<file path="src/rtl/bad_apple_pkg.sv">
// Shared types for the SD-card stream path: arbiter states, burst owners and
// SPI framing constants.
package bad_apple_pkg;

  localparam int SPI_BITS_PER_BYTE = 8;

  typedef enum logic [2:0] {
    ST_DISARMED = 3'd0,
    ST_IDLE     = 3'd1,
    ST_SETUP    = 3'd2,
    ST_XFER     = 3'd3,
    ST_GAP      = 3'd4,
    ST_HOLD     = 3'd5
  } arb_state_e;

  typedef enum logic [1:0] {
    OWN_NONE  = 2'd0,
    OWN_VIDEO = 2'd1,
    OWN_AUDIO = 2'd2
  } owner_e;

endpackage

</file>
<file path="src/rtl/spi_byte_shifter.sv">
// MSB-first deserializer: collects SPI_BITS_PER_BYTE qualified bits and flags
// the edge that completes a byte; clear drops any partial byte.
module spi_byte_shifter
  import bad_apple_pkg::*;
(
  input  logic                         clk,
  input  logic                         rst_n,
  input  logic                         clear,
  input  logic                         bit_valid,
  input  logic                         bit_in,
  output logic [SPI_BITS_PER_BYTE-1:0] byte_o,
  output logic                         byte_valid_o
);

  localparam int CW = $clog2(SPI_BITS_PER_BYTE);

  logic [SPI_BITS_PER_BYTE-2:0] shift_q, shift_d;
  logic [CW-1:0]                cnt_q, cnt_d;

  // byte_o is only meaningful in the cycle byte_valid_o is high.
  assign byte_o       = {shift_q, bit_in};
  assign byte_valid_o = bit_valid && !clear && (cnt_q == CW'(SPI_BITS_PER_BYTE - 1));

  always_comb begin
    shift_d = shift_q;
    cnt_d   = cnt_q;
    if (clear) begin
      shift_d = '0;
      cnt_d   = '0;
    end else if (bit_valid) begin
      shift_d = byte_o[SPI_BITS_PER_BYTE-2:0];
      cnt_d   = cnt_q + CW'(1);
    end
  end

  always_ff @(posedge clk or negedge rst_n) begin
    if (!rst_n) begin
      shift_q <= '0;
      cnt_q   <= '0;
    end else begin
      shift_q <= shift_d;
      cnt_q   <= cnt_d;
    end
  end

endmodule

</file>
<file path="src/rtl/spi_stream_arbiter.sv">
// Burst arbiter sharing the SD-card SPI stream between video refill and audio
// FIFO. Audio arbitration is built only when STREAM_ARB_AUDIO_EN is defined.
module spi_stream_arbiter
  import bad_apple_pkg::*;
#(
  parameter int VIDEO_BURST_BYTES = 64,
  parameter int AUDIO_BURST_BYTES = 16,
  parameter int MAX_VIDEO_STREAK  = 4,
  parameter int CS_GAP_CYCLES     = 8
) (
  input  logic       CLK_40,
  input  logic       reset,
  input  logic       init,
  input  logic       pause,
  input  logic       video_req,
  input  logic       audio_req,
  input  logic       SPI_clk_rising_edge,
  input  logic       received_bit,
  output logic       chip_select,
  output logic       SPI_clk_en,
  output logic [7:0] byte_data,
  output logic       write_video,
  output logic       write_audio,
  output logic       video_grant,
  output logic       audio_grant,
  output logic       burst_done,
  output arb_state_e dbg_state
);

  arb_state_e  state_q, state_d;
  owner_e      owner_q, owner_d;
  logic        cs_q, cs_d, en_q, en_d, wv_q, wv_d, done_q, done_d;
  logic [7:0]  byte_data_q, byte_data_d;
  logic [15:0] gap_cnt_q, gap_cnt_d;
  logic [9:0]  byte_cnt_q, byte_cnt_d, burst_len;
  logic        pick_video, pick_audio;
  logic [7:0]  sh_byte;
  logic        sh_valid;

  spi_byte_shifter u_shifter (
    .clk          (CLK_40),
    .rst_n        (reset),
    .clear        (state_q == ST_IDLE),
    .bit_valid    (SPI_clk_rising_edge && (state_q == ST_XFER)),
    .bit_in       (received_bit),
    .byte_o       (sh_byte),
    .byte_valid_o (sh_valid)
  );

`ifdef STREAM_ARB_AUDIO_EN
  logic [7:0] streak_q, streak_d;
  logic       wa_q, wa_d;

  assign pick_audio  = audio_req && ((streak_q >= 8'(MAX_VIDEO_STREAK)) || !video_req);
  assign pick_video  = video_req && !pick_audio;
  assign write_audio = wa_q;
  assign audio_grant = (owner_q == OWN_AUDIO);
`else
  logic [7:0] unused_cfg;

  assign unused_cfg  = {audio_req, 7'(MAX_VIDEO_STREAK)};
  assign pick_audio  = 1'b0;
  assign pick_video  = video_req;
  assign write_audio = 1'b0;
  assign audio_grant = 1'b0;
`endif

  assign burst_len   = (owner_q == OWN_AUDIO) ? 10'(AUDIO_BURST_BYTES) : 10'(VIDEO_BURST_BYTES);
  assign chip_select = cs_q;
  assign SPI_clk_en  = en_q;
  assign byte_data   = byte_data_q;
  assign write_video = wv_q;
  assign video_grant = (owner_q == OWN_VIDEO);
  assign burst_done  = done_q;
  assign dbg_state   = state_q;

  // write_video/write_audio are one-cycle valids with no ready: a request is
  // only granted when its sink can take the whole burst.
  always_comb begin
    state_d     = state_q;
    owner_d     = owner_q;
    cs_d        = cs_q;
    en_d        = en_q;
    byte_data_d = byte_data_q;
    gap_cnt_d   = gap_cnt_q;
    byte_cnt_d  = byte_cnt_q;
    wv_d        = 1'b0;
    done_d      = 1'b0;
`ifdef STREAM_ARB_AUDIO_EN
    streak_d    = streak_q;
    wa_d        = 1'b0;
`endif
    case (state_q)
      ST_DISARMED: if (init) state_d = ST_IDLE;
      ST_IDLE: begin
        if (!pause && (pick_video || pick_audio)) begin
          owner_d    = pick_audio ? OWN_AUDIO : OWN_VIDEO;
          cs_d       = 1'b0;
          gap_cnt_d  = '0;
          byte_cnt_d = '0;
          state_d    = ST_SETUP;
`ifdef STREAM_ARB_AUDIO_EN
          if (pick_audio) streak_d = '0;
          else if (streak_q < 8'(MAX_VIDEO_STREAK)) streak_d = streak_q + 8'd1;
`endif
        end
      end
      ST_SETUP: begin
        if (gap_cnt_q == 16'(CS_GAP_CYCLES - 1)) begin
          gap_cnt_d = '0;
          en_d      = 1'b1;
          state_d   = ST_XFER;
        end else begin
          gap_cnt_d = gap_cnt_q + 16'd1;
        end
      end
      ST_XFER: begin
        if (sh_valid) begin
          byte_data_d = sh_byte;
          wv_d        = (owner_q == OWN_VIDEO);
`ifdef STREAM_ARB_AUDIO_EN
          wa_d        = (owner_q == OWN_AUDIO);
`endif
          byte_cnt_d  = byte_cnt_q + 10'd1;
          // A last byte wins over pause; pause is then honoured in IDLE.
          if (byte_cnt_q + 10'd1 == burst_len) begin
            en_d      = 1'b0;
            cs_d      = 1'b1;
            done_d    = 1'b1;
            owner_d   = OWN_NONE;
            gap_cnt_d = '0;
            state_d   = ST_GAP;
          end else if (pause) begin
            en_d    = 1'b0;
            state_d = ST_HOLD;
          end
        end
      end
      ST_HOLD: begin
        if (!pause) begin
          en_d    = 1'b1;
          state_d = ST_XFER;
        end
      end
      ST_GAP: begin
        if (gap_cnt_q == 16'(CS_GAP_CYCLES - 1)) begin
          gap_cnt_d = '0;
          state_d   = ST_IDLE;
        end else begin
          gap_cnt_d = gap_cnt_q + 16'd1;
        end
      end
      default: state_d = ST_DISARMED;
    endcase
  end

  always_ff @(posedge CLK_40 or negedge reset) begin
    if (!reset) begin
      state_q     <= ST_DISARMED;
      owner_q     <= OWN_NONE;
      cs_q        <= 1'b1;
      en_q        <= 1'b0;
      byte_data_q <= '0;
      gap_cnt_q   <= '0;
      byte_cnt_q  <= '0;
      wv_q        <= 1'b0;
      done_q      <= 1'b0;
`ifdef STREAM_ARB_AUDIO_EN
      streak_q    <= '0;
      wa_q        <= 1'b0;
`endif
    end else begin
      state_q     <= state_d;
      owner_q     <= owner_d;
      cs_q        <= cs_d;
      en_q        <= en_d;
      byte_data_q <= byte_data_d;
      gap_cnt_q   <= gap_cnt_d;
      byte_cnt_q  <= byte_cnt_d;
      wv_q        <= wv_d;
      done_q      <= done_d;
`ifdef STREAM_ARB_AUDIO_EN
      streak_q    <= streak_d;
      wa_q        <= wa_d;
`endif
    end
  end

endmodule

</file>
<file path="config.mk">
export PLATFORM = sky130hd
export DESIGN_NAME = spi_stream_arbiter
export DESIGN_NICKNAME = d
export VERILOG_FILES = /design/src/rtl/bad_apple_pkg.sv /design/src/rtl/spi_byte_shifter.sv /design/src/rtl/spi_stream_arbiter.sv
export SDC_FILE = /design/constraint.sdc
export NUM_CORES = 1
export LEC_CHECK = 0
export ABC_AREA = 1
export ABC_CLOCK_PERIOD_IN_PS = 2800
export CORE_ASPECT_RATIO = 0.7
export CORE_MARGIN = 2
export CORE_UTILIZATION = 60
export DETAILED_ROUTE_END_ITERATION = 10
export PLACE_DENSITY = 0.9
export SETUP_SLACK_MARGIN = 0.1
export SLEW_MARGIN = 5
export SYNTH_ARGS = -nofsm -noshare
export SYNTH_HDL_FRONTEND = slang
export SYNTH_SLANG_ARGS = --single-unit
</file>
<file path="constraint.sdc">
create_clock -name CLK_40 -period 2.8 [get_ports CLK_40]
set_clock_uncertainty 0.15 [all_clocks]
set_input_delay 0.56 -clock CLK_40 [delete_from_list [all_inputs] [get_ports CLK_40]]
set_output_delay 0.56 -clock CLK_40 [all_outputs]
set_load 0.02 [all_outputs]
</file>
# [Yosys cells after proc, flatten, opt, wreduce, memory -nomap -nowiden]
# Index checks and enable logic that the tools add are counted.
[op_classes] mux=41 n_eq_ne=18 n_reduce_logical=18 n_addsub=3
[ops] op="$mux W16" count=4
[ops] op="$pmux W16 S3" count=1
[ops] op="$mux W3" count=10
[ops] op="$mux W7" count=3
[ops] op="$mux W10" count=2
[ops] op="$pmux W10 S2" count=1
[ops] op="$pmux W3 S6" count=1
[ops] op="$add A16 B1 Y16 const B" count=1
[ops] op="$eq A16 B3 Y1 const B" count=1
[ops] op="$mux W1" count=13
[ops] op="$ne A2 B2 Y1 const B" count=6
[ops] op="$add A10 B1 Y10 const B" count=1
[ops] op="$eq A10 B7 Y1" count=1
[ops] op="$eq A3 B3 Y1 const B" count=3
[ops] op="$reduce_and A4 Y1" count=2
[ops] op="$reduce_and A7 Y1" count=1
[ops] op="$eq A3 B2 Y1 const B" count=2
[ops] op="$mux W2" count=3
[ops] op="$reduce_bool A3 Y1" count=2
[ops] op="$reduce_and A5 Y1" count=1
[ops] op="$logic_and A1 B1 Y1" count=4
[ops] op="$pmux W2 S2" count=1
[ops] op="$reduce_bool A2 Y1" count=2
[ops] op="$add A3 B1 Y3 const B" count=1
[ops] op="other kinds (12)" count=13
[totals] reg_bits=53 output_inout_bits=18 word_cells=91 inputBits=8

# [Logic depth before layout (Yosys ltp)]
[depth] ltp_word=6 ltp_mapped=13

# [Cells and area by module]
# Synthesis repeated with hierarchy kept, for this count alone.
[unflattened] hier_cells=385 area_unflattened_um2=2877.8
[by_module_without_submodules] mod="spi_stream_arbiter" area_per_inst_um2=2421.1 cells_each=336 n_inst=1 seq_area_each_um2=1052.3
[by_module_without_submodules] mod="spi_byte_shifter" area_per_inst_um2=456.7 cells_each=49 n_inst=1 seq_area_each_um2=250.2

# [Worst setup path before layout]
# No wires, ideal clock.
[synth_timing] path_kind="flip-flop to flip-flop" start="register state_q[1], in the netlist dbg_state[1]" end="register state_q[0], in the netlist dbg_state[0]" setup_ps=117 slack_ps=887 t_arrival_ps=1646 path_stages_with_launch=11 path_buffers=1 t_required_ps=2533 cell_sequence="dfrtp_1 -> buf_2 -> nand3_2 -> nor2_4 -> nand2_4 -> nand2_1 -> nand2_2 -> nor3_2 -> nand3_1 -> nand2_1 -> nand2_1"
[synth_via] elab_chain_cells=6
[synth_rtl] item="start, declared" line="spi_stream_arbiter.sv:30" text="arb_state_e state_q, state_d;"
[synth_rtl] item="start signal, assigned" line="spi_stream_arbiter.sv:173" text="state_q <= state_d;"
[synth_rtl] item="$eq A3 B2 Y1 or $eq A3 B1 Y1 (tied branches)" line="spi_stream_arbiter.sv:44, spi_stream_arbiter.sv:93, spi_stream_arbiter.sv:43"
[synth_rtl] item="$logic_and A1 B1 Y1 or $logic_not A1 Y1 (tied branches)" line="spi_stream_arbiter.sv:44, spi_byte_shifter.sv:22"
[synth_rtl] item="$logic_and A1 B1 Y1 (2 in series)" line="spi_byte_shifter.sv:22" text="assign byte_valid_o = bit_valid && !clear && (cnt_q == CW'(SPI_BITS_PER_BYTE - 1));"
[synth_rtl] item="$ne A2 B2 Y1 (no source line)"
[synth_rtl] item="$reduce_and A7 Y1 (no source line)"
# Several ways; a longest one is shown, not always the timed one.
# A chain may end at the register's enable or synchronous reset.

# [Worst setup path in the final report]
[layout_timing] start="register state_q[1], in the netlist dbg_state[1]" end="output port dbg_state[1]"
[layout_lines] item="end, declared" line="spi_stream_arbiter.sv:27" text="output arb_state_e dbg_state"
# No word-level cell between the ends.

==> qor.yml <==
grt-busiest-layer: "met2"
rsz0062_at_grt: "no"
cts_hold_buf: 0
gp_congestion: 0.897
yosys_warnings: 0
slew_headroom_pct: 57.5
rrSetupSlack_ns: 0.63
synth.avg_cell_area_um2: 7.76
dp_slack_ns: 0.487
synthDistinctLibCells: 37
wl_um: 6000
peakVddDrop_mv: 0.585
root_buffer: "clkbuf_8"
synth_top_family_by_area: "simple AND/OR/NAND/NOR gates"
use_met1_pct: 34.1
critPathCaptureType: "output port"
use_met2_pct: 43.5
final_core_util_pct: 72.0
fin_ws_ns: 0.551
cp_cell_sequence: "clkdlybuf4s50_1"
rows: 20
antenna_cells: 0
num-fill-cells: 325
status: "finished, final reports clean"
initial_core_util_pct: 63.6
crit_type: "flop to output port"
fmax_mhz: 445
crit_family: "buffers and inverters"
max-cap-violations: 0
post_cts_buffers: 0
die_height_um: 61.2
htree_levels: 2
synth_xor_area_share_pct: 1.21
drt_iter0_markers: 239
clkTransAtPathRegs_ns: 0.09
crit_required_ns: 2.09
hpwlAfterDp_um: 4270
grt_pass1_vias: 2332
cts_buffers: 5
drtPass1Iterations: 5
ff2ff_path_depth: 11
crit_path_max_fanout: 10
die-area_um2: 5240
synth_mux_area_share_pct: 0.357
finalPower_mw: 2.28
synth_edf_count: 0
netlist_area_um2: 2800
hold_viol_final: 0
synth_flop_cell: "dfrtp_1"
async_reset_ff_share_pct: 100
max_stage_delay_ns: 0.67
netlist_top_cells_area: "dfrtp_1 (46%), nand2_1 (15%), inv_1 (6.0%)"
r2r_end: "gap_cnt_q[10]$_DFFE_PN0P_"
drc: 0
use_met3_pct: 4.56
critPathLaunchType: "flop"
num_vias: 2478
nets: 398
whs_ns: 0.198
cts_buffer_depth: 2
io_pins: 26
antenna_found_initial: 0
postSynthCellCount: 361
grt_use_total_pct: 25.6
wl_per_cell_um: 13.6
syn_to_final_growth_pct: 13.3
clock_sinks: 52
hold_path_class: "input pin to async pin"
ant_nets: 0
critPathBufInv: 1
clk_latency_ns: 0.31
period_needed_ns: 2.25
slowest_stage: "clkdlybuf4s50_1"
critPathArrivalTime_ns: 1.54
grt-ovfl-total: 0
cts_tree: "built"
grt_max_degree: 53
setup_viol: 0
setup_tns_ns: 0
synth_top_cell_by_area: "dfrtp_1"
grt_pass1_wl_um: 10300
p_leak_nw: 1.54
max_slew.worst_pin.slew_ns: 0.638
synth_compound_area_share_pct: 9.43
r2r-start: "byte_cnt_q[0]$_DFFE_PN0P_"
pwr_density_cell_nw_per_um2: 719
fin_crit_sh_pct: 80.3
post_route_cells_drive_above_1_share_pct: 9.30
vias_per_cell: 5.61
yosys.area_share.simple_pct: 32.6
ys_ff_latch: 52
fp.dieW_um: 85.7
core_um2: 4400
seq_area_frac_synth_pct: 46.5
cts.repair.resized: 0
synth_top_area_share_pct: 45.6
io_buffers: 22
synthAdderAreaFrac_pct: 1.79
maxSlewViolCount: 0
==> per-layer routing <==
metal | share of wire (%) | wire (um) | vias to the layer above
li1 | - | - | 1206
met1 | 45 | 2720 | 1150
met2 | 47 | 2830 | 109
met3 | 6.2 | 372 | 13
met4 | 1.2 | 72 | 0
met5 | 0 | 0 | -
==> where the power goes <==
group	internal, mW	switching (mW)
sequential	0.852	0.116
combinational	0.259	0.539
clock	0.265	0.252
==> cell usage after synthesis (2+ instances only) <==
cell type	instances
a21oi_1	2
a21oi_2	2
buf_4	2
clkbuf_1	3
dfrtp_1	51
ha_1	4
inv_1	45
inv_2	3
nand2_1	112
nand2_2	4
nand2_4	3
nand3_1	32
nand3_2	3
nand4_1	6
nor2_1	30
nor2_4	3
nor3_1	4
o21ai_0	25
o22ai_1	9
==> cells by family (layout without fill, tap and decap cells) <==
family | after synthesis | after routing
buffers and inverters | 55 | 80
multiplexers | 1 | 1
AND/OR/NAND/NOR | 201 | 201
adder cells (fa/ha/maj) | 4 | 4
flip-flops | 52 | 52
AO/OA/AOI/OAI | 44 | 44
XOR/XNOR | 3 | 3
other | 1 | 2
==> cell type report <==
| cell class | count | area [um2] | share of cell area [%] |
|---|---|---|---|
| multi-input combinational | 255 | 1280 | 40.3 |
| inverter | 48 | 180 | 5.68 |
| clock buffer | 5 | 68.8 | 2.17 |
| sequential | 52 | 1300 | 41.1 |
| tap | 55 | 68.8 | 2.17 |
| clock inverter | 3 | 42.5 | 1.34 |
| timing repair buffer | 24 | 230 | 7.26 |
==> sequential cells by signal, summed over array words and instances, names as in the netlist <==
name,cells
write_video,1
byte_cnt_q,10
gap_cnt_q,16
dbg_state,3
owner_q,1
byte_data,8
chip_select,1
u_shifter.cnt_q,3
burst_done,1
SPI_clk_en,1
u_shifter.shift_q,7
==> stage by stage <==
| step | cell area [um2] | std cells |
|---|---|---|
| floorplan | 2800 | 362 |
| global placement | 3060 | 434 |
| detailed placement | 3060 | 434 |
| CTS | 3170 | 442 |
| global route | 3170 | 442 |
| finish | 3170 | 442 |
==> placed cells by master, fill, tap and decap left out, types with 2 or more instances in the layout <==
cell type	instances
a21oi_1	2
a21oi_2	2
buf_4	2
clkbuf_8	5
clkdlybuf4s50_1	21
conb_1	2
dfrtp_1	51
ha_1	4
inv_1	45
inv_2	3
nand2_1	112
nand2_2	4
nand2_4	3
nand3_1	32
nand3_2	3
nand4_1	6
nor2_1	30
nor2_4	3
nor3_1	4
o21ai_0	25
o22ai_1	9
==> how the worst max path moves through the flow <==
| stage | from | end | slack, ns | cells past startpoint |
|---|---|---|---|---|
| after floorplan | dbg_state[1]$_DFFE_PN0P_ | dbg_state[0]$_DFFE_PN0P_ | 0.89 | 10 |
| after global placement | SPI_clk_rising_edge | dbg_state[0]$_DFFE_PN0P_ | 0.50 | 10 |
| after detailed placement | SPI_clk_rising_edge | dbg_state[0]$_DFFE_PN0P_ | 0.49 | 10 |
| after CTS | dbg_state[1]$_DFFE_PN0P_ | dbg_state[1] | 0.56 | 1 |
| after global routing | byte_cnt_q[0]$_DFFE_PN0P_ | gap_cnt_q[10]$_DFFE_PN0P_ | 0.47 | 12 |
| final | dbg_state[1]$_DFFE_PN0P_ | dbg_state[1] | 0.55 | 1 |
Power figures use the tool's default switching activity.
